<file path="src/rtl/ctrl_bus_if.sv">
// Control bus for the multi-cycle MIPS controller: single clock plus
// synchronous active-high reset shared by the control unit and its driver.
interface ctrl_bus_if (
    input logic clk
);
    logic reset;

    // Consumer side: the control unit only samples clock and reset.
    modport central (input clk, input reset);
    modport slave   (input clk, input reset);
    // Producer side: whoever owns reset sequencing.
    modport master  (input clk, output reset);
endinterface

</file>
<file path="src/rtl/mc_controller.sv">
// Main control unit of the multi-cycle MIPS core. Sequences each instruction
// through fetch/decode/execute/memory/write-back, one state per clock, and
// drives the datapath enables and selects as a Moore decode of the state.
// Also stalls on mem_ready, counts retired instructions and flags illegal
// opcodes/functs.
module mc_controller #(
    parameter bit USE_MEM_READY = 1'b1,
    parameter int CNT_W         = 32
) (
    ctrl_bus_if.central     ctrl_bus,
    input  logic [5:0]      op,
    input  logic [5:0]      funct,
    input  logic            zero,
    input  logic            mem_ready,
    output logic            pc_en,
    output logic            ireg_write_enab,
    output logic            i_or_d,
    output logic            mem_write,
    output logic            reg_dst,
    output logic            mem_to_reg,
    output logic            reg_write,
    output logic            alu_src_a,
    output logic [1:0]      alu_src_b,
    output logic [1:0]      pc_src,
    output logic [2:0]      alu_ctrl_sig,
    output logic [CNT_W-1:0] retired,
    output logic            illegal
);

    // Opcodes understood by the core.
    localparam logic [5:0] OP_RTYPE = 6'b000000;
    localparam logic [5:0] OP_LW    = 6'b100011;
    localparam logic [5:0] OP_SW    = 6'b101011;
    localparam logic [5:0] OP_BEQ   = 6'b000100;
    localparam logic [5:0] OP_ADDI  = 6'b001000;
    localparam logic [5:0] OP_J     = 6'b000010;

    // R-type function codes.
    localparam logic [5:0] FN_ADD = 6'b100000;
    localparam logic [5:0] FN_SUB = 6'b100010;
    localparam logic [5:0] FN_AND = 6'b100100;
    localparam logic [5:0] FN_OR  = 6'b100101;
    localparam logic [5:0] FN_SLT = 6'b101010;

    // ALU operation encodings.
    localparam logic [2:0] ALU_ADD = 3'b010;
    localparam logic [2:0] ALU_SUB = 3'b110;
    localparam logic [2:0] ALU_AND = 3'b000;
    localparam logic [2:0] ALU_OR  = 3'b001;
    localparam logic [2:0] ALU_SLT = 3'b111;

    typedef enum logic [3:0] {
        S_FETCH,
        S_DECODE,
        S_MEMADR,
        S_MEMRD,
        S_MEMWB,
        S_MEMWR,
        S_EXEC,
        S_ALUWB,
        S_BRANCH,
        S_ADDIEX,
        S_ADDIWB,
        S_JUMP
    } state_e;

    state_e             state_q, state_d;
    logic [CNT_W-1:0]   retired_q, retired_d;
    logic               illegal_q, illegal_d;
    logic               set_illegal;
    logic               mem_rdy;

    // With the handshake disabled, every access completes in one cycle.
    assign mem_rdy = USE_MEM_READY ? mem_ready : 1'b1;

    // Next-state and Moore output decode; reset suppresses every write strobe.
    always_comb begin
        // NOTE: every signal gets a default before the case so no path can
        // leave one unassigned and infer a latch.
        state_d         = state_q;
        set_illegal     = 1'b0;
        pc_en           = 1'b0;
        ireg_write_enab = 1'b0;
        i_or_d          = 1'b0;
        mem_write       = 1'b0;
        reg_dst         = 1'b0;
        mem_to_reg      = 1'b0;
        reg_write       = 1'b0;
        alu_src_a       = 1'b0;
        alu_src_b       = 2'b00;
        pc_src          = 2'b00;
        alu_ctrl_sig    = 3'b000;

        unique case (state_q)
            S_FETCH: begin
                alu_src_b    = 2'b01;
                alu_ctrl_sig = ALU_ADD;
                if (mem_rdy) begin
                    ireg_write_enab = 1'b1;
                    pc_en           = 1'b1;
                    state_d         = S_DECODE;
                end
            end
            S_DECODE: begin
                // Branch target is precomputed here while the opcode decodes.
                alu_src_b    = 2'b11;
                alu_ctrl_sig = ALU_ADD;
                case (op)
                    OP_LW, OP_SW: state_d = S_MEMADR;
                    OP_RTYPE:     state_d = S_EXEC;
                    OP_BEQ:       state_d = S_BRANCH;
                    OP_ADDI:      state_d = S_ADDIEX;
                    OP_J:         state_d = S_JUMP;
                    default: begin
                        set_illegal = 1'b1;
                        state_d     = S_FETCH;
                    end
                endcase
            end
            S_MEMADR: begin
                alu_src_a    = 1'b1;
                alu_src_b    = 2'b10;
                alu_ctrl_sig = ALU_ADD;
                state_d      = (op == OP_SW) ? S_MEMWR : S_MEMRD;
            end
            S_MEMRD: begin
                i_or_d = 1'b1;
                if (mem_rdy) state_d = S_MEMWB;
            end
            S_MEMWB: begin
                mem_to_reg = 1'b1;
                reg_write  = 1'b1;
                state_d    = S_FETCH;
            end
            S_MEMWR: begin
                // Strobe is held for the whole access, not just the ready cycle.
                i_or_d    = 1'b1;
                mem_write = 1'b1;
                if (mem_rdy) state_d = S_FETCH;
            end
            S_EXEC: begin
                alu_src_a = 1'b1;
                case (funct)
                    FN_ADD:  alu_ctrl_sig = ALU_ADD;
                    FN_SUB:  alu_ctrl_sig = ALU_SUB;
                    FN_AND:  alu_ctrl_sig = ALU_AND;
                    FN_OR:   alu_ctrl_sig = ALU_OR;
                    FN_SLT:  alu_ctrl_sig = ALU_SLT;
                    default: begin
                        alu_ctrl_sig = ALU_ADD;
                        set_illegal  = 1'b1;
                    end
                endcase
                state_d = S_ALUWB;
            end
            S_ALUWB: begin
                reg_dst   = 1'b1;
                reg_write = 1'b1;
                state_d   = S_FETCH;
            end
            S_BRANCH: begin
                alu_src_a    = 1'b1;
                alu_ctrl_sig = ALU_SUB;
                pc_src       = 2'b01;
                pc_en        = zero;
                state_d      = S_FETCH;
            end
            S_ADDIEX: begin
                alu_src_a    = 1'b1;
                alu_src_b    = 2'b10;
                alu_ctrl_sig = ALU_ADD;
                state_d      = S_ADDIWB;
            end
            S_ADDIWB: begin
                reg_write = 1'b1;
                state_d   = S_FETCH;
            end
            S_JUMP: begin
                pc_src  = 2'b10;
                pc_en   = 1'b1;
                state_d = S_FETCH;
            end
            default: state_d = S_FETCH;
        endcase

        // An instruction interrupted by reset must not write anything.
        if (ctrl_bus.reset) begin
            pc_en           = 1'b0;
            ireg_write_enab = 1'b0;
            mem_write       = 1'b0;
            reg_write       = 1'b0;
        end
    end

    // Counter and sticky-flag next values: retire on any return to FETCH.
    always_comb begin
        retired_d = retired_q;
        illegal_d = illegal_q | set_illegal;
        if ((state_d == S_FETCH) && (state_q != S_FETCH))
            retired_d = retired_q + 1'b1;
    end

    // State, retired counter and illegal flag registers with synchronous reset.
    always_ff @(posedge ctrl_bus.clk) begin
        // NOTE: non-blocking assignments keep every register updating from
        // the same pre-edge values, independent of statement order.
        if (ctrl_bus.reset) begin
            state_q   <= S_FETCH;
            retired_q <= '0;
            illegal_q <= 1'b0;
        end else begin
            state_q   <= state_d;
            retired_q <= retired_d;
            illegal_q <= illegal_d;
        end
    end

    assign retired = retired_q;
    assign illegal = illegal_q;

endmodule

</file>
<file path="src/flat_wrapper.sv">
// flat-port wrapper written by rule: the top's interface ports become plain ports
module mc_controller_flat 
#(
    parameter bit USE_MEM_READY = 1'b1,
    parameter int CNT_W         = 32
)
  (op, funct, zero, mem_ready, pc_en, ireg_write_enab, i_or_d, mem_write, reg_dst, mem_to_reg, reg_write, alu_src_a, alu_src_b, pc_src, alu_ctrl_sig, retired, illegal, clk, ctrl_bus_reset);
  ctrl_bus_if ctrl_bus_i (.clk(clk));
  input  logic [5:0] op;
  input  logic [5:0] funct;
  input  logic zero;
  input  logic mem_ready;
  output logic pc_en;
  output logic ireg_write_enab;
  output logic i_or_d;
  output logic mem_write;
  output logic reg_dst;
  output logic mem_to_reg;
  output logic reg_write;
  output logic alu_src_a;
  output logic [1:0] alu_src_b;
  output logic [1:0] pc_src;
  output logic [2:0] alu_ctrl_sig;
  output logic [CNT_W-1:0] retired;
  output logic illegal;
  input wire logic clk;
  input wire logic [$bits(ctrl_bus_i.reset)-1:0] ctrl_bus_reset;
  assign ctrl_bus_i.reset = ctrl_bus_reset;
  mc_controller #(.USE_MEM_READY(USE_MEM_READY), .CNT_W(CNT_W)) u_core (.ctrl_bus(ctrl_bus_i), .op(op), .funct(funct), .zero(zero), .mem_ready(mem_ready), .pc_en(pc_en), .ireg_write_enab(ireg_write_enab), .i_or_d(i_or_d), .mem_write(mem_write), .reg_dst(reg_dst), .mem_to_reg(mem_to_reg), .reg_write(reg_write), .alu_src_a(alu_src_a), .alu_src_b(alu_src_b), .pc_src(pc_src), .alu_ctrl_sig(alu_ctrl_sig), .retired(retired), .illegal(illegal));
endmodule
</file>
<file path="config.mk">
export PLATFORM = sky130hd
export DESIGN_NAME = mc_controller_flat
export DESIGN_NICKNAME = d
export VERILOG_FILES = /design/src/rtl/ctrl_bus_if.sv /design/src/rtl/mc_controller.sv /design/src/flat_wrapper.sv
export SDC_FILE = /design/constraint.sdc
export NUM_CORES = 1
export LEC_CHECK = 0
export ABC_CLOCK_PERIOD_IN_PS = 6200
export BUFFER_PORTS_ARGS = -buffer_cell sky130_fd_sc_hd__buf_2
export CORE_UTILIZATION = 38
export DETAILED_ROUTE_END_ITERATION = 10
export GPL_ROUTABILITY_DRIVEN = 0
export PLACE_DENSITY = 0.65
export SETUP_SLACK_MARGIN = 0.05
export SYNTH_ARGS = -nofsm -noshare
export SYNTH_HDL_FRONTEND = slang
export SYNTH_SLANG_ARGS = --single-unit
</file>
<file path="constraint.sdc">
create_clock -name clk -period 6.2 [get_ports clk]
set_input_delay 0.62 -clock clk [delete_from_list [all_inputs] [get_ports clk]]
set_output_delay 0.62 -clock clk [all_outputs]
set_load 0.01 [all_outputs]
</file>
-- After elaboration in Yosys (flattened, before gate mapping)
Index checks and enable logic that the tools add are counted.
- bits in registers: 37
- word-level logic and storage cells: 65
- input port bits: 16
- add/sub/neg operators: 1
- equal/unequal tests: 21
- bitwise gates (word level): 1
- reduce and logical (&&, ||, !) cells: 13
- multiplexer cells: 26
- operators by type and width (kind ; number):
    == test 6 bit, second input constant ; 7
    adder 32 x 1 -> 32 bit, second input constant ; 1
    case mux 4 bit (7 select lines) ; 1
    case mux 4 bit (5 select lines) ; 1
    == test 4 x 3 -> 1 bit, second input constant ; 4
    == test 4 bit, second input constant ; 4
    2-to-1 mux 1 bit ; 14
    2-to-1 mux 4 bit ; 3
    case mux 3 bit (4 select lines) ; 1
    case mux 3 bit (3 select lines) ; 1
    == test 4 x 2 -> 1 bit, second input constant ; 2
    logical NOT 4 bit ; 2
    OR reduction 4 bit ; 2
    == test 6 x 2 -> 1 bit, second input constant ; 1
    == test 6 x 3 -> 1 bit, second input constant ; 1
    == test 6 x 4 -> 1 bit, second input constant ; 1
    logical NOT 6 bit ; 1
    case mux 2 bit (3 select lines) ; 1
    OR reduction 2 bit ; 3
    OR reduction 6 bit ; 1
    OR reduction 5 bit ; 1
    == test 4 x 1 -> 1 bit, second input constant ; 1
    case mux 2 bit (2 select lines) ; 1
    nonzero test 4 bit ; 1
    other kinds (6) ; 6

-- Depth between registers and ports, before layout
- depth after elaboration: 6
- gate-level depth with buffers: 10
- gate-level depth less buffers: 6

-- Least setup slack after synthesis
OpenSTA, ideal clock, no wires.
- path kind: in2reg
- start: input port op[3]
- end: register u_core.retired_q[8] (netlist: u_core.retired[8])
- data arrival time: 2.267 ns
- setup slack: 3.809 ns
- stages: 8
- path buffers: 2
- required time: 6.077 ns
- setup time: 0.123 ns
- cell sequence: buf_2 > nor3b_1 > or2_2 > o221ai_1 > nand4_4 > buf_6 > nor4_1 > mux2_1
- longest elaborated chain between the ends: 6
- elaborated cells on any way between the ends: 12
- classes of those cells: eq/ne (5); mux (3); reduce/logical (4)
- RTL lines (element ; line ; RTL):
    from (decl) ; flat_wrapper.sv:9 ; input logic [5:0] op;
    == test 6 bit (on tied branches) ; mc_controller.sv:108, mc_controller.sv:124 ;
    OR reduction 2 bit ; mc_controller.sv:108 ; case (op)
    case mux 4 bit (5 select lines) ; mc_controller.sv:108 ;
    case mux 4 bit (7 select lines) (*) ; mc_controller.sv:94 ; unique case (state_q)
    logical NOT 4 bit (*) ; mc_controller.sv:199 ; if ((state_d == S_FETCH) && (state_q != S_FETCH))
    logical AND 1 bit (*) ; mc_controller.sv:199 ;
    to (signal assigned) ; mc_controller.sv:213 ; retired_q <= retired_d;
    to (decl) ; mc_controller.sv:68 ; logic [CNT_W-1:0] retired_q, retired_d;
Every way passes the cells marked *; elsewhere a longest branch is shown, timed or not.
A chain may end at the register's enable or synchronous reset.

-- Worst setup path after layout
- start: register u_core.state_q[1]
- end: register u_core.retired_q[31] (netlist: u_core.retired[31])
- longest elaborated chain between the ends: 4
- elaborated cells on any way between the ends: 14
- classes of those cells: eq/ne (6); mux (4); reduce/logical (4)
- RTL lines (element ; line ; RTL):
    from (decl) ; mc_controller.sv:67 ; state_e state_q, state_d;
    from (signal assigned) ; mc_controller.sv:212 ; state_q <= state_d;
    == test 4 bit, or another cell as far along ; mc_controller.sv:94 ;
    case mux 4 bit (7 select lines) ; mc_controller.sv:94 ;
    logical NOT 4 bit ; mc_controller.sv:199 ;
    logical AND 1 bit (*) ; mc_controller.sv:199 ;
Marks and branches as above.

==> out/summary.txt <==
RUN STATUS
---------------------------------------------------------------------------------
Result of the run                                                    finished clean

FINISH
---------------------------------------------------------------------------------
Area growth from synthesis to layout                                        17.3%
Number of inserted diodes                                                       0
Layout Cells excl Fill                                                        427
Proportion of layout cells with a drive suffix above 1                      0.236
Final-layout fill cell count                                                  633
Final net count                                                               368

DRT
---------------------------------------------------------------------------------
Total vias in the final route                                                2507
Final wirelength                                                          6.03 mm
Via density per instance                                                     5.87
Number of design rule violations left after detail routing                      0
DRC violation total after the first TritonRoute iteration                     183
Wire length per cell                                                      14.1 um
Antenna-violating nets left                                                     0
Number of optimization iterations in the first detailed-route pass              4

STA
---------------------------------------------------------------------------------
Min Tclk post-route                                                       3.10 ns
Final setup fails                                                               0
RSZ-0062 raised after global routing                                        false
FMAX                                                                    0.323 GHz
Slew at the pin with the worst max-slew slack                            0.841 ns
Total negative slack for setup checks                                        0 ns
Number of slew-limit violations in the final report                             0
Final Hold Violating Endpoints                                                  0
Share of the clock period used by the worst path after layout               0.499
Max_slew headroom                                                           0.434
Worst clock skew                                                        0.0138 ns

WORST HOLD PATH
---------------------------------------------------------------------------------
Type of the worst min-delay path                                       reg -> reg

JOB
---------------------------------------------------------------------------------
Number of violations of the max-capacitance limit                               0

POWER
---------------------------------------------------------------------------------
Total power density per cell area                                     192 nW/um^2
Pwr Total                                                              0.000546 W
Maximum vdd ir drop                                                        116 uV
Standby leakage power                                                     1.05 nW

SYNTHESIS
---------------------------------------------------------------------------------
Number of register bits inferred by synthesis                                  37
Number of unique standard cell types used by synthesis                         57
Post-synthesis net count                                                      319
Average cell area after synthesis                                       8.02 um^2
Leading register cell type out of synthesis                          sky130_fd_sc_hd__dfxtp_1
Portion of synthesized cell area occupied by the leading cell type          0.306
Post-synth design cell area                                             2420 um^2
Fraction of the yosys area taken by sequential cells                        0.306
Synth top area cells                                                 sky130_fd_sc_hd__dfxtp_1, sky130_fd_sc_hd__or4_1, sky130_fd_sc_hd__a21oi_1
Number of warnings printed during yosys synthesis                               0
Instance count of the mapped netlist                                          302
Number of synthesized flops with an enable pin                                  0
Share of flip-flops with an asynchronous set or reset                           0
Synth area leader                                                    sky130_fd_sc_hd__dfxtp_1

CTS
---------------------------------------------------------------------------------
Clk root buf                                                         sky130_fd_sc_hd__clkbuf_8
Number of resized instances in the post-cts repair step                         0
TritonCTS clock tree                                                          yes
Buffer count from post-CTS setup fixing                                         0
CTS HTree Levels                                                                2
Clock latency on the worst-skew pair                                      0.30 ns
CTS Hold Bufs                                                                   0
Bufs on Longest Clock Path                                                      2
Clock-pin transition on the worst setup and hold timing paths             0.08 ns
Number of buffers created by CTS                                                5
Clk sinks                                                                      37

CRITICAL PATH
---------------------------------------------------------------------------------
Worst endpoint data arrival time                                          3.27 ns
Setup crit end kind                                                      register
Req. time, crit path                                                      6.38 ns
Startpoint type of the worst setup path                                  register
Worst setup path class                                                 reg -> reg
Crit path max fanout                                                           59

FLOORPLAN
---------------------------------------------------------------------------------
Num rows                                                                       28
Initial standard-cell utilization of the core                               0.402
DIE AREA                                                                6690 um^2
DIE HEIGHT                                                                81.8 um
Placeable core area                                                     6030 um^2
Io pins                                                                        64
X dimension of the die                                                    81.8 um

GRT
---------------------------------------------------------------------------------
All-layer global routing usage                                              0.188
Leftover overflow at the end of global routing                                  0
Number of global-route vias before repair                                    2137
Number of antenna violations at the first check in global routing               0
Maximum number of pins on one net before global-route repair                   60
First-pass GRT wire length                                                10.0 mm

PLACED DESIGN
---------------------------------------------------------------------------------
Count of buffers from port buffering                                           63
Post-detail-place hpwl                                                    4.09 mm
Cell Count Post-Placement                                                     419

[cells in the final DEF (no fill, tap or decap), types with 2 or more instances in the layout]
cell type and count:
sky130_fd_sc_hd__or2_2 2, sky130_fd_sc_hd__clkbuf_8 5, sky130_fd_sc_hd__o31ai_1 20, sky130_fd_sc_hd__nand2b_1 11
sky130_fd_sc_hd__o21ai_0 6, sky130_fd_sc_hd__and3_1 2, sky130_fd_sc_hd__mux2_1 2, sky130_fd_sc_hd__nand4_4 2
sky130_fd_sc_hd__nor2b_1 6, sky130_fd_sc_hd__dfxtp_1 37, sky130_fd_sc_hd__nor2_1 29, sky130_fd_sc_hd__a21oi_1 31
sky130_fd_sc_hd__or4b_1 2, sky130_fd_sc_hd__or3_1 7, sky130_fd_sc_hd__nor3b_1 3, sky130_fd_sc_hd__o21ai_1 5
sky130_fd_sc_hd__nor4_1 6, sky130_fd_sc_hd__nand2_1 17, sky130_fd_sc_hd__or4_1 21, sky130_fd_sc_hd__nand3_1 13
sky130_fd_sc_hd__xnor2_1 3, sky130_fd_sc_hd__bufinv_16 2, sky130_fd_sc_hd__o41ai_1 2, sky130_fd_sc_hd__inv_1 6
sky130_fd_sc_hd__a31oi_1 2, sky130_fd_sc_hd__buf_2 63, sky130_fd_sc_hd__nor3_1 12, sky130_fd_sc_hd__nand4_1 7
[metrics by stage]
step	setup WS, ns	cell area (um^2)	hold slack [ns]	utilization
6_report	3.10	2840	0.491	0.471
5_1_grt	2.86	2840	0.521	0.471
4_1_cts	3.12	2840	0.497	0.471
3_5_place_dp	3.11	2700	0.478	0.449
3_3_place_gp	3.19	2700	0.463	0.449
2_1_floorplan	3.81	2420	0.508	-
[metal layers]
layer	global-route usage	part of all wire
met1	0.253	0.49
met2	0.304	0.46
met3	0.0367	0.040
met4	0.0509	0.0086
met5	0	0
[final timing paths]
kind	from	end	slack, ns	cells after the start
setup / recovery	u_core.state_q[1]$_SDFF_PP0_	u_core.retired[31]$_SDFFE_PP0P_	3.10	6
hold / removal	u_core.illegal$_SDFF_PP0_	u_core.illegal$_SDFF_PP0_	0.49	2
setup reg to reg	u_core.state_q[1]$_SDFF_PP0_	u_core.retired[31]$_SDFFE_PP0P_	3.10	6
hold reg to reg	u_core.illegal$_SDFF_PP0_	u_core.illegal$_SDFF_PP0_	0.49	2
[report_power, final]
part | total (W) | switching, W | internal, W
combinational | 0.0000459 | 0.0000303 | 0.0000156
clock | 0.000257 | 0.0000949 | 0.000162
sequential | 0.000243 | 0.00000409 | 0.000239
total | 0.000546 | 0.000129 | 0.000417
[worst max-delay path, stage by stage (launching register included)]
cell	delay [ns]
sky130_fd_sc_hd__dfxtp_1	0.83
sky130_fd_sc_hd__or4bb_1	0.24
sky130_fd_sc_hd__a31oi_1	0.12
sky130_fd_sc_hd__a311oi_4	0.30
sky130_fd_sc_hd__nand4_4	0.61
sky130_fd_sc_hd__nor4_1	0.51
sky130_fd_sc_hd__mux2_1	0.35
[cells in the mapped netlist (7+ instances only)]
library cell,number
sky130_fd_sc_hd__or3_1,7
sky130_fd_sc_hd__or4_1,21
sky130_fd_sc_hd__o31ai_1,20
sky130_fd_sc_hd__clkbuf_1,8
sky130_fd_sc_hd__nand2b_1,11
sky130_fd_sc_hd__dfxtp_1,37
sky130_fd_sc_hd__nand4_1,7
sky130_fd_sc_hd__nand3_1,13
sky130_fd_sc_hd__nor2_1,29
sky130_fd_sc_hd__nand2_1,17
sky130_fd_sc_hd__nor3_1,12
sky130_fd_sc_hd__a21oi_1,31
[flip-flops by register name, summed over array words and instances, names as in the netlist]
register / cells
u_core.illegal: 1
u_core.retired: 32
u_core.state_q: 4
[kinds of logic (layout without fill, tap and decap cells)]
family	count (synthesis)	in the layout	share of synthesized area
XOR/XNOR	3	3	0.0109
multiplexers	4	4	0.0181
buffers and inverters	27	77	0.0620
AO/OA/AOI/OAI	77	77	0.207
flip-flops	37	37	0.306
AND/OR/NAND/NOR	153	153	0.391
adder cells (fa/ha/maj)	1	1	0.00517
[area by class of cell]
class | count | area [um^2] | area share
clock buffer | 5 | 68.8 | 0.0242
clock inverter | 3 | 68.8 | 0.0242
inverter | 6 | 22.5 | 0.00793
multi-input combinational | 238 | 1530 | 0.539
sequential | 37 | 741 | 0.261
tap | 75 | 93.8 | 0.0330
timing repair buffer | 63 | 315 | 0.111
No activity file was read; power rests on OpenSTA's default activity.
